===== config.mk =====
export PLATFORM = sky130hd
export DESIGN_NAME = jk_bank_sequencer
export DESIGN_NICKNAME = d
export VERILOG_FILES = /design/src/rtl/jk_bank_sequencer.sv
export SDC_FILE = /design/constraint.sdc
export NUM_CORES = 1
export LEC_CHECK = 0
export BUFFER_PORTS_ARGS = -buffer_cell sky130_fd_sc_hd__clkbuf_2
export CAP_MARGIN = 20
export CORE_ASPECT_RATIO = 0.5
export CORE_MARGIN = 4
export CORE_UTILIZATION = 50
export DETAILED_ROUTE_END_ITERATION = 8
export MAX_ROUTING_LAYER = met4
export PLACE_DENSITY = 0.72
export SETUP_SLACK_MARGIN = 0.3
export SLEW_MARGIN = 25
export SYNTH_ARGS = -nofsm -noshare
export SYNTH_HDL_FRONTEND = slang
export SYNTH_SLANG_ARGS = --single-unit

===== constraint.sdc =====
create_clock -name clk -period 2.2 [get_ports clk]
set_input_delay 0.22 -clock clk [delete_from_list [all_inputs] [get_ports clk]]
set_output_delay 0.22 -clock clk [all_outputs]
set_load 0.01 [all_outputs]

===== src/rtl/jk_bank_sequencer.sv =====
// Sequencer for a bank of JK cells: latches a job, loads the bank, then steps it
// (up/down/shift/toggle) until it matches the terminal value or the cycle limit expires.
module jk_bank_sequencer #(
  parameter int WIDTH   = 4,
  parameter int MAX_CYC = 20
) (
  input  logic             clk,
  input  logic             reset,
  input  logic             start,
  input  logic             abort,
  input  logic [1:0]       mode,
  input  logic [WIDTH-1:0] load_val,
  input  logic [WIDTH-1:0] term_val,
  output logic [WIDTH-1:0] q,
  output logic [WIDTH-1:0] j_out,
  output logic [WIDTH-1:0] k_out,
  output logic             busy,
  output logic             done,
  output logic             timeout
);

  typedef enum logic [1:0] {
    S_IDLE = 2'd0,
    S_LOAD = 2'd1,
    S_RUN  = 2'd2,
    S_DONE = 2'd3
  } state_t;

  localparam logic [7:0] CYC_LIMIT = 8'(MAX_CYC);

  state_t           state_q, state_d;
  logic [WIDTH-1:0] q_q, q_d;
  logic [WIDTH-1:0] load_q, load_d;
  logic [WIDTH-1:0] term_q, term_d;
  logic [1:0]       mode_q, mode_d;
  logic [7:0]       cyc_q, cyc_d;
  logic             timeout_q, timeout_d;

  logic [WIDTH-1:0] drv_j, drv_k;
  logic [WIDTH-1:0] j_cmb, k_cmb;
  logic [WIDTH-1:0] shl;
  logic             up_c, dn_c;

  // Per-mode J/K drive derived from the current bank; only applied in RUN.
  always_comb begin
    drv_j = '0;
    drv_k = '0;
    up_c  = 1'b1;
    dn_c  = 1'b1;
    shl   = {q_q[WIDTH-2:0], 1'b0};
    for (int i = 0; i < WIDTH; i++) begin
      unique case (mode_q)
        2'b00: begin
          drv_j[i] = up_c;
          drv_k[i] = up_c;
        end
        2'b01: begin
          drv_j[i] = dn_c;
          drv_k[i] = dn_c;
        end
        2'b10: begin
          drv_j[i] = shl[i];
          drv_k[i] = ~shl[i];
        end
        default: begin
          drv_j[i] = 1'b1;
          drv_k[i] = 1'b1;
        end
      endcase
      up_c = up_c & q_q[i];
      dn_c = dn_c & ~q_q[i];
    end
  end

  always_comb begin
    state_d   = state_q;
    load_d    = load_q;
    term_d    = term_q;
    mode_d    = mode_q;
    cyc_d     = cyc_q;
    timeout_d = timeout_q;
    j_cmb     = '0;
    k_cmb     = '0;
    unique case (state_q)
      S_IDLE: begin
        if (start) begin
          load_d    = load_val;
          term_d    = term_val;
          mode_d    = mode;
          cyc_d     = '0;
          timeout_d = 1'b0;
          state_d   = S_LOAD;
        end
      end
      S_LOAD: begin
        if (abort) begin
          state_d = S_IDLE;
        end else begin
          j_cmb   = load_q;
          k_cmb   = ~load_q;
          state_d = S_RUN;
        end
      end
      S_RUN: begin
        if (abort) begin
          state_d = S_IDLE;
        end else if (q_q == term_q) begin
          state_d = S_DONE;
        end else if (cyc_q == CYC_LIMIT) begin
          timeout_d = 1'b1;
          state_d   = S_DONE;
        end else begin
          j_cmb = drv_j;
          k_cmb = drv_k;
          cyc_d = cyc_q + 8'd1;
        end
      end
      default: begin
        state_d = S_IDLE;
      end
    endcase
  end

  // Standard JK cell update: hold, clear, set, toggle.
  always_comb begin
    q_d = (j_cmb & ~q_q) | (~k_cmb & q_q);
  end

  always_ff @(posedge clk or posedge reset) begin
    if (reset) begin
      state_q   <= S_IDLE;
      q_q       <= '0;
      load_q    <= '0;
      term_q    <= '0;
      mode_q    <= '0;
      cyc_q     <= '0;
      timeout_q <= 1'b0;
    end else begin
      state_q   <= state_d;
      q_q       <= q_d;
      load_q    <= load_d;
      term_q    <= term_d;
      mode_q    <= mode_d;
      cyc_q     <= cyc_d;
      timeout_q <= timeout_d;
    end
  end

  assign q       = q_q;
  assign j_out   = j_cmb;
  assign k_out   = k_cmb;
  assign busy    = (state_q == S_LOAD) || (state_q == S_RUN);
  assign done    = (state_q == S_DONE);
  assign timeout = timeout_q;

endmodule


# Yosys cells after proc, flatten, opt, wreduce, memory -nomap -nowiden
# Index checks and enable logic that the tools add are counted.
[op_classes]
addsub = 1
eq_ne = 13
n_mux = 33
bitwise = 13
reduce_logical = 10
[op_table]
columns = ["cell", "n"]
rows = [
  ["2-to-1 mux 4 bit", 8],
  ["2-to-1 mux 8 bit", 4],
  ["case mux 4 bit (2 select lines)", 2],
  ["case mux 8 bit (2 select lines)", 1],
  ["inverter 4 bit", 3],
  ["case mux 1 bit (3 select lines)", 4],
  ["2-to-1 mux 2 bit", 5],
  ["!= test 2 bit (second input constant)", 5],
  ["AND reduction 5 bit", 2],
  ["adder 8 x 1 -> 8 bit (second input constant)", 1],
  ["AND 4 bit", 2],
  ["equality test 8 x 5 -> 1 bit (second input constant)", 1],
  ["equality test 2 bit (second input constant)", 3],
  ["case mux 1 bit (2 select lines)", 3],
  ["case mux 2 bit (3 select lines)", 1],
  ["2-to-1 mux 1 bit", 5],
  ["AND 1 bit", 4],
  ["equality test 2 x 1 -> 1 bit (second input constant)", 2],
  ["equality test 4 bit", 1],
  ["logical NOT 2 bit", 2],
  ["!= test 4 bit (second input constant)", 1],
  ["OR 4 bit", 1],
  ["AND reduction 2 bit", 2],
  ["OR reduction 2 bit", 2],
  ["other kinds (3)", 5],
]
[totals]
register_bits = 25
inputBits = 14
output_inout_bits = 15
wordCells = 77

# Longest topological paths before layout
[depth]
word_depth = 11
ltp_mapped = 9

# Least setup slack after synthesis
# OpenSTA, ideal clock, no wires.
[synth_timing]
path_type = "flip-flop to flip-flop"
startpoint = "register cyc_q[0]"
endpoint = "register cyc_q[3]"
setup_time_ns = 0.076
arrival_ns = 1.920
required_time_ns = 2.124
path_slack_ns = 0.204
path_stages_with_launch = 10
n_path_buf = 2
synth_period_minus_slack_ns = 1.996
cell_sequence = "dfrtp_1 -> inv_1 -> ha_1 -> nor4b_1 -> and4b_1 -> clkbuf_1 -> o21ba_1 -> buf_6 -> or4_1 -> o21ai_1"
[synth_between]
elab_chain_cells = 5
word_cells_on_any_way = 8
cone_classes = "1 x add/sub; 2 x eq/ne; 4 x mux; 1 x reduce/logical"
[synth_lines]
columns = ["item", "line_no", "rtl"]
rows = [
  ["start: declaration", "36", "logic [7:0] cyc_q, cyc_d;"],
  ["start signal: assignment", "144", "cyc_q <= cyc_d;"],
  ["adder 8 x 1 -> 8 bit", "115", "cyc_d = cyc_q + 8'd1;"],
  ["2-to-1 mux 8 bit", "109", "end else if (cyc_q == CYC_LIMIT) begin"],
  ["2-to-1 mux 8 bit", "107", "end else if (q_q == term_q) begin"],
  ["2-to-1 mux 8 bit", "105", "if (abort) begin"],
  ["case mux 8 bit (2 select lines)", "84", "unique case (state_q)"],
]
# Parallel ways exist; a longest one is shown, timed or not. The select of a mux whose other input is x is not followed.
# A chain may end at the register's enable or synchronous reset.

# Worst setup path in the final report
[layout_timing]
startpoint = "register term_q[0]"
endpoint = "output port k_out[1]"
[layout_between]
elab_chain_cells = 4
[layout_lines]
columns = ["item", "line_no", "rtl"]
rows = [
  ["start: declaration", "34", "logic [WIDTH-1:0] term_q, term_d;"],
  ["start signal: assignment", "142", "term_q <= term_d;"],
  ["equality test 4 bit", "107", ""],
  ["2-to-1 mux 4 bit", "107", ""],
  ["2-to-1 mux 4 bit", "105", ""],
  ["case mux 4 bit (2 select lines)", "84", ""],
  ["end: declaration", "16", "output logic [WIDTH-1:0] k_out,"],
]
# No other way between the ends.

==> flow_results.org <==
** Synth
- A synthesized cell averages 9.63 um^2.
- Synthesis inferred 25 register bits.
- Synthesis produced 175 cells.
- Yosys mapped a number of flops with a built-in enable equal to 0.
- The synthesized design devotes to its leading area cell type 37.1% of total area.
- Counting distinct cell types in the post-synthesis netlist gives 43.
- By count the netlist is led by sky130_fd_sc_hd__dfrtp_1 (25), sky130_fd_sc_hd__nand2_1 (18), sky130_fd_sc_hd__nor2_1 (13).
- Sequential fraction of the synthesis area :: 37.1%
- Top cell type by total area after synthesis :: sky130_fd_sc_hd__dfrtp_1
- Main synth FF type :: sky130_fd_sc_hd__dfrtp_1
- After synthesis, the cell types taking the most area are sky130_fd_sc_hd__dfrtp_1 (37%), sky130_fd_sc_hd__ha_1 (7.4%), sky130_fd_sc_hd__mux2_2 (6.7%).
- Synthesized netlist net count :: 199
- For this run, asynchronously set or reset flops after synthesis account for 100%.
- During synthesis, Yosys emitted a total of 0 warnings.
- After synthesis the cells add up to 1690 um^2.
- The most common cell in the synthesized netlist is sky130_fd_sc_hd__dfrtp_1.

** Critical path
- The worst setup path is captured at a primary output.
- CP Launch Type :: flop
- Worst endpoint required time :: 1.98 ns
- The worst register-to-register path ends at cyc_q[2]$_DFFE_PP0P_.
- The critical path is of the flop to primary output type.
- Capturing instance or port of the critical path :: k_out[1]
- FF-to-FF setup slack :: 0.03 ns
- In this run the critical register-to-register path is launched from term_q[0]$_DFFE_PP0P_.
- Of all nets on the critical path, the largest fanout is 4.
- The worst register-to-register path has a depth of 9.
- Data arrives at the worst endpoint at 2.04 ns.
- Among all stages on the critical path, the largest delay is contributed by sky130_fd_sc_hd__o41ai_4.
- Traced cell by cell, the critical path runs through xor2_4, o41ai_4, buf_6, o32ai_2, and2_1, clkbuf_2.
- The critical path starts at term_q[0]$_DFFE_PP0P_.
- Delay contributed by the slowest stage of the critical path :: 0.51 ns
- Dominant delay contributor by cell family on the critical path :: compound AO/OA/AOI/OAI gates
- The critical path contains buffers and inverters numbering 2 combined.
- Cell count along the critical path :: 6

** Job
- Number of violations of the max-capacitance limit :: 0

** Power and ir drop
- Summed over all cells, the static leakage comes to 1.04 nW.
- Across the VDD grid, the largest voltage drop is 0.473 mV.
- Power density cells :: 1200 nW/um^2

** Clock tree
- At the later pin of the worst-skew pair, clock insertion delay measures 0.28 ns.
- In this run the clock root is driven by a sky130_fd_sc_hd__clkbuf_8.
- Clock tree synthesis inserted a total of 3 buffers.
- Maximum level of the CTS H-tree :: 1
- The clock passes through at most 2 buffers.
- Clock-pin slew was measured on the worst setup and hold paths at 0.10 ns.
- CTS Sinks :: 25
- Clock tree from TritonCTS :: done

** Timing
- On the final layout, the worst hold slack is 0.166 ns.
- After layout, the worst path uses 103% of the clock period.
- For the pin with the worst max-slew slack, the measured transition is 0.778 ns.
- For this run, the top clock speed supported by timing is 442 MHz.
- Unrepaired setup endpoints after global routing :: true
- The hold violation total from the final report came to 0.
- Time the worst path needs with I/O delays and setup :: 2.26 ns
- Total of endpoints with negative setup slack in the final report :: 5
- Setup slack of the critical path after layout :: -0.0620 ns
- For the final database, setup skew stands at 0.00452 ns.
- Rel. slew slack :: 48.0%
- Total count of max-transition violations in the final report :: 0

** Global routing
- For this run, global-route usage on met1 was measured as 23.7%.
- The number of antenna violations at the first check in global routing came to 0.
- Overall overflow remaining after global route :: 0
- Across every metal layer, demand over resource in global routing totals 19.1%.
- The number of global-route vias before repair is 1459.
- The first global-routing pass estimated 6720 um of wire.
- Largest net degree at the start of global routing :: 26
- Global-route track usage on met2 :: 32.4%
- The global routing stage identified its most utilized layer as met2.
- Met3 demand-to-capacity share in global routing :: 3.85%

** Route
- Routed vias/inst :: 5.54
- In the routed design, unresolved DRC markers number 0.
- Final WL :: 4340 um
- Detailed-routing iteration count for the pre-antenna-repair pass :: 4
- Vias :: 1474
- Routed len/inst :: 16.3 um
- Starting DRC count in detailed routing :: 73
- Post-route ant nets :: 0

** Place
- At the end of routability-driven placement, the weighted congestion stood at 0.838.
- Summed over all nets, the half-perimeter wirelength after detailed placement is 2740 um.
- Placed insts :: 245
- Count of buffers from port buffering :: 28

** Die
- Initial core utilization :: 54.1%
- In this run the vertical extent of the chip is 49.1 um.
- The die is 90.1 um wide.
- Placeable core region :: 3120 um^2
- Cell row count :: 14
- Die Outline Area :: 4420 um^2
- For this design the top-level I/O count stands at 29.

** Min path
- Tightest Hold Check Type :: input port to flop

** Final layout
- Non-filler instance count after layout :: 266
- Relative to the synthesized area, the layout overhead comes to 37.6%.
- Fill cells in the final layout number 215.
- In the final design database the tool counted 251 nets.
- Share of final-layout standard cells stronger than drive strength 1 :: 48.7%
- 0 antenna diodes ended up in the layout.

** Outcome
- Status :: complete, but fails checks
- Failing checks :: negative setup slack
## layer usage
layer	part of all wire, %	up-vias
met3	3.1	8
met2	50	31
met4	1.4	0
met5	0	-
li1	-	734
met1	45	701
## report_power, final
part,internal [mW],leakage (nW),total [mW],switching (mW)
clock,0.129,0.0217,0.290,0.161
sequential,0.605,0.312,0.756,0.152
combinational,0.801,0.710,1.74,0.939
total,1.53,1.04,2.79,1.25
## cells in the final DEF, fill, tap and decap left out, types with 4 or more instances in the layout
cell type	n
sky130_fd_sc_hd__o21ai_1	5
sky130_fd_sc_hd__buf_6	7
sky130_fd_sc_hd__buf_2	4
sky130_fd_sc_hd__mux2i_1	4
sky130_fd_sc_hd__buf_4	19
sky130_fd_sc_hd__nand2b_1	4
sky130_fd_sc_hd__mux2_2	10
sky130_fd_sc_hd__o21a_1	4
sky130_fd_sc_hd__clkbuf_2	24
sky130_fd_sc_hd__nand2_1	18
sky130_fd_sc_hd__inv_1	6
sky130_fd_sc_hd__ha_2	4
sky130_fd_sc_hd__dfrtp_1	23
sky130_fd_sc_hd__ha_1	4
sky130_fd_sc_hd__nor2b_1	5
sky130_fd_sc_hd__a21oi_1	10
sky130_fd_sc_hd__nor2_1	11
## flip-flops by register name, summed over array words and instances, names as in the netlist
register / flops
cyc_q: 8
load_q: 4
mode_q: 2
q: 4
state_q: 2
term_q: 4
timeout: 1
## worst min-delay path by stage
stage | from | end | slack (ns) | depth (start not counted)
after global routing | term_val[3] | term_q[3]$_DFFE_PP0P_ | 0.16 | 2
final | term_val[3] | term_q[3]$_DFFE_PP0P_ | 0.17 | 2
after floorplan | reset | cyc_q[0]$_DFFE_PP0P_ | 0.25 | 1
after global placement | reset | cyc_q[2]$_DFFE_PP0P_ | 0.27 | 3
after detailed placement | reset | cyc_q[2]$_DFFE_PP0P_ | 0.27 | 3
after CTS | term_val[3] | term_q[3]$_DFFE_PP0P_ | 0.17 | 2
## metrics by stage
step | instance area [um^2] | setup slack, ns | setup TNS, ns | total power, mW | util (%)
6_report | 2320 | -0.0620 | -0.184 | 2.79 | 74.4
5_1_grt | 2320 | -0.129 | -0.550 | 2.98 | 74.4
4_1_cts | 2200 | 0.0495 | 0 | 2.61 | 70.7
3_5_place_dp | 1920 | 0.108 | 0 | 2.04 | 61.4
3_3_place_gp | 1920 | 0.191 | 0 | 2.02 | 61.4
2_1_floorplan | 1720 | 0.257 | 0 | 1.75 | -
## cells by family (layout without fill, tap and decap cells)
| group | after synthesis | count (layout) | synth area share (%) |
|---|---|---|---|
| muxes | 14 | 14 | 9.06 |
| buffers and inverters | 16 | 67 | 5.12 |
| DFF | 25 | 25 | 37.1 |
| adders and majority gates | 10 | 10 | 7.42 |
| xor gates and xnor gates | 4 | 4 | 3.42 |
| and+or+nand+nor | 65 | 65 | 20.4 |
| AOI/OAI and AO/OA | 41 | 41 | 17.4 |
## timing repair
item | CTS | global route
resized for setup | 30 | 31
endpoints found under the hold margin | 25 | 0
gates cloned | 0 | 0
hold buffers | 1 | 0
pin swaps | 18 | 11
setup buffers | 14 | 2
setup endpoints to repair | 15 | 20
## final cells by class
class                      count  area [um^2]  area share (%)
timing repair buffer          55          372            16.0
clock inverter                 1         7.51           0.324
inverter                       8         30.0            1.30
clock buffer                   3         41.3            1.78
multi-input combinational    134         1190            51.3
tap                           40         50.0            2.16
sequential                    25          628            27.1
(Power assumes the default switching activity.)
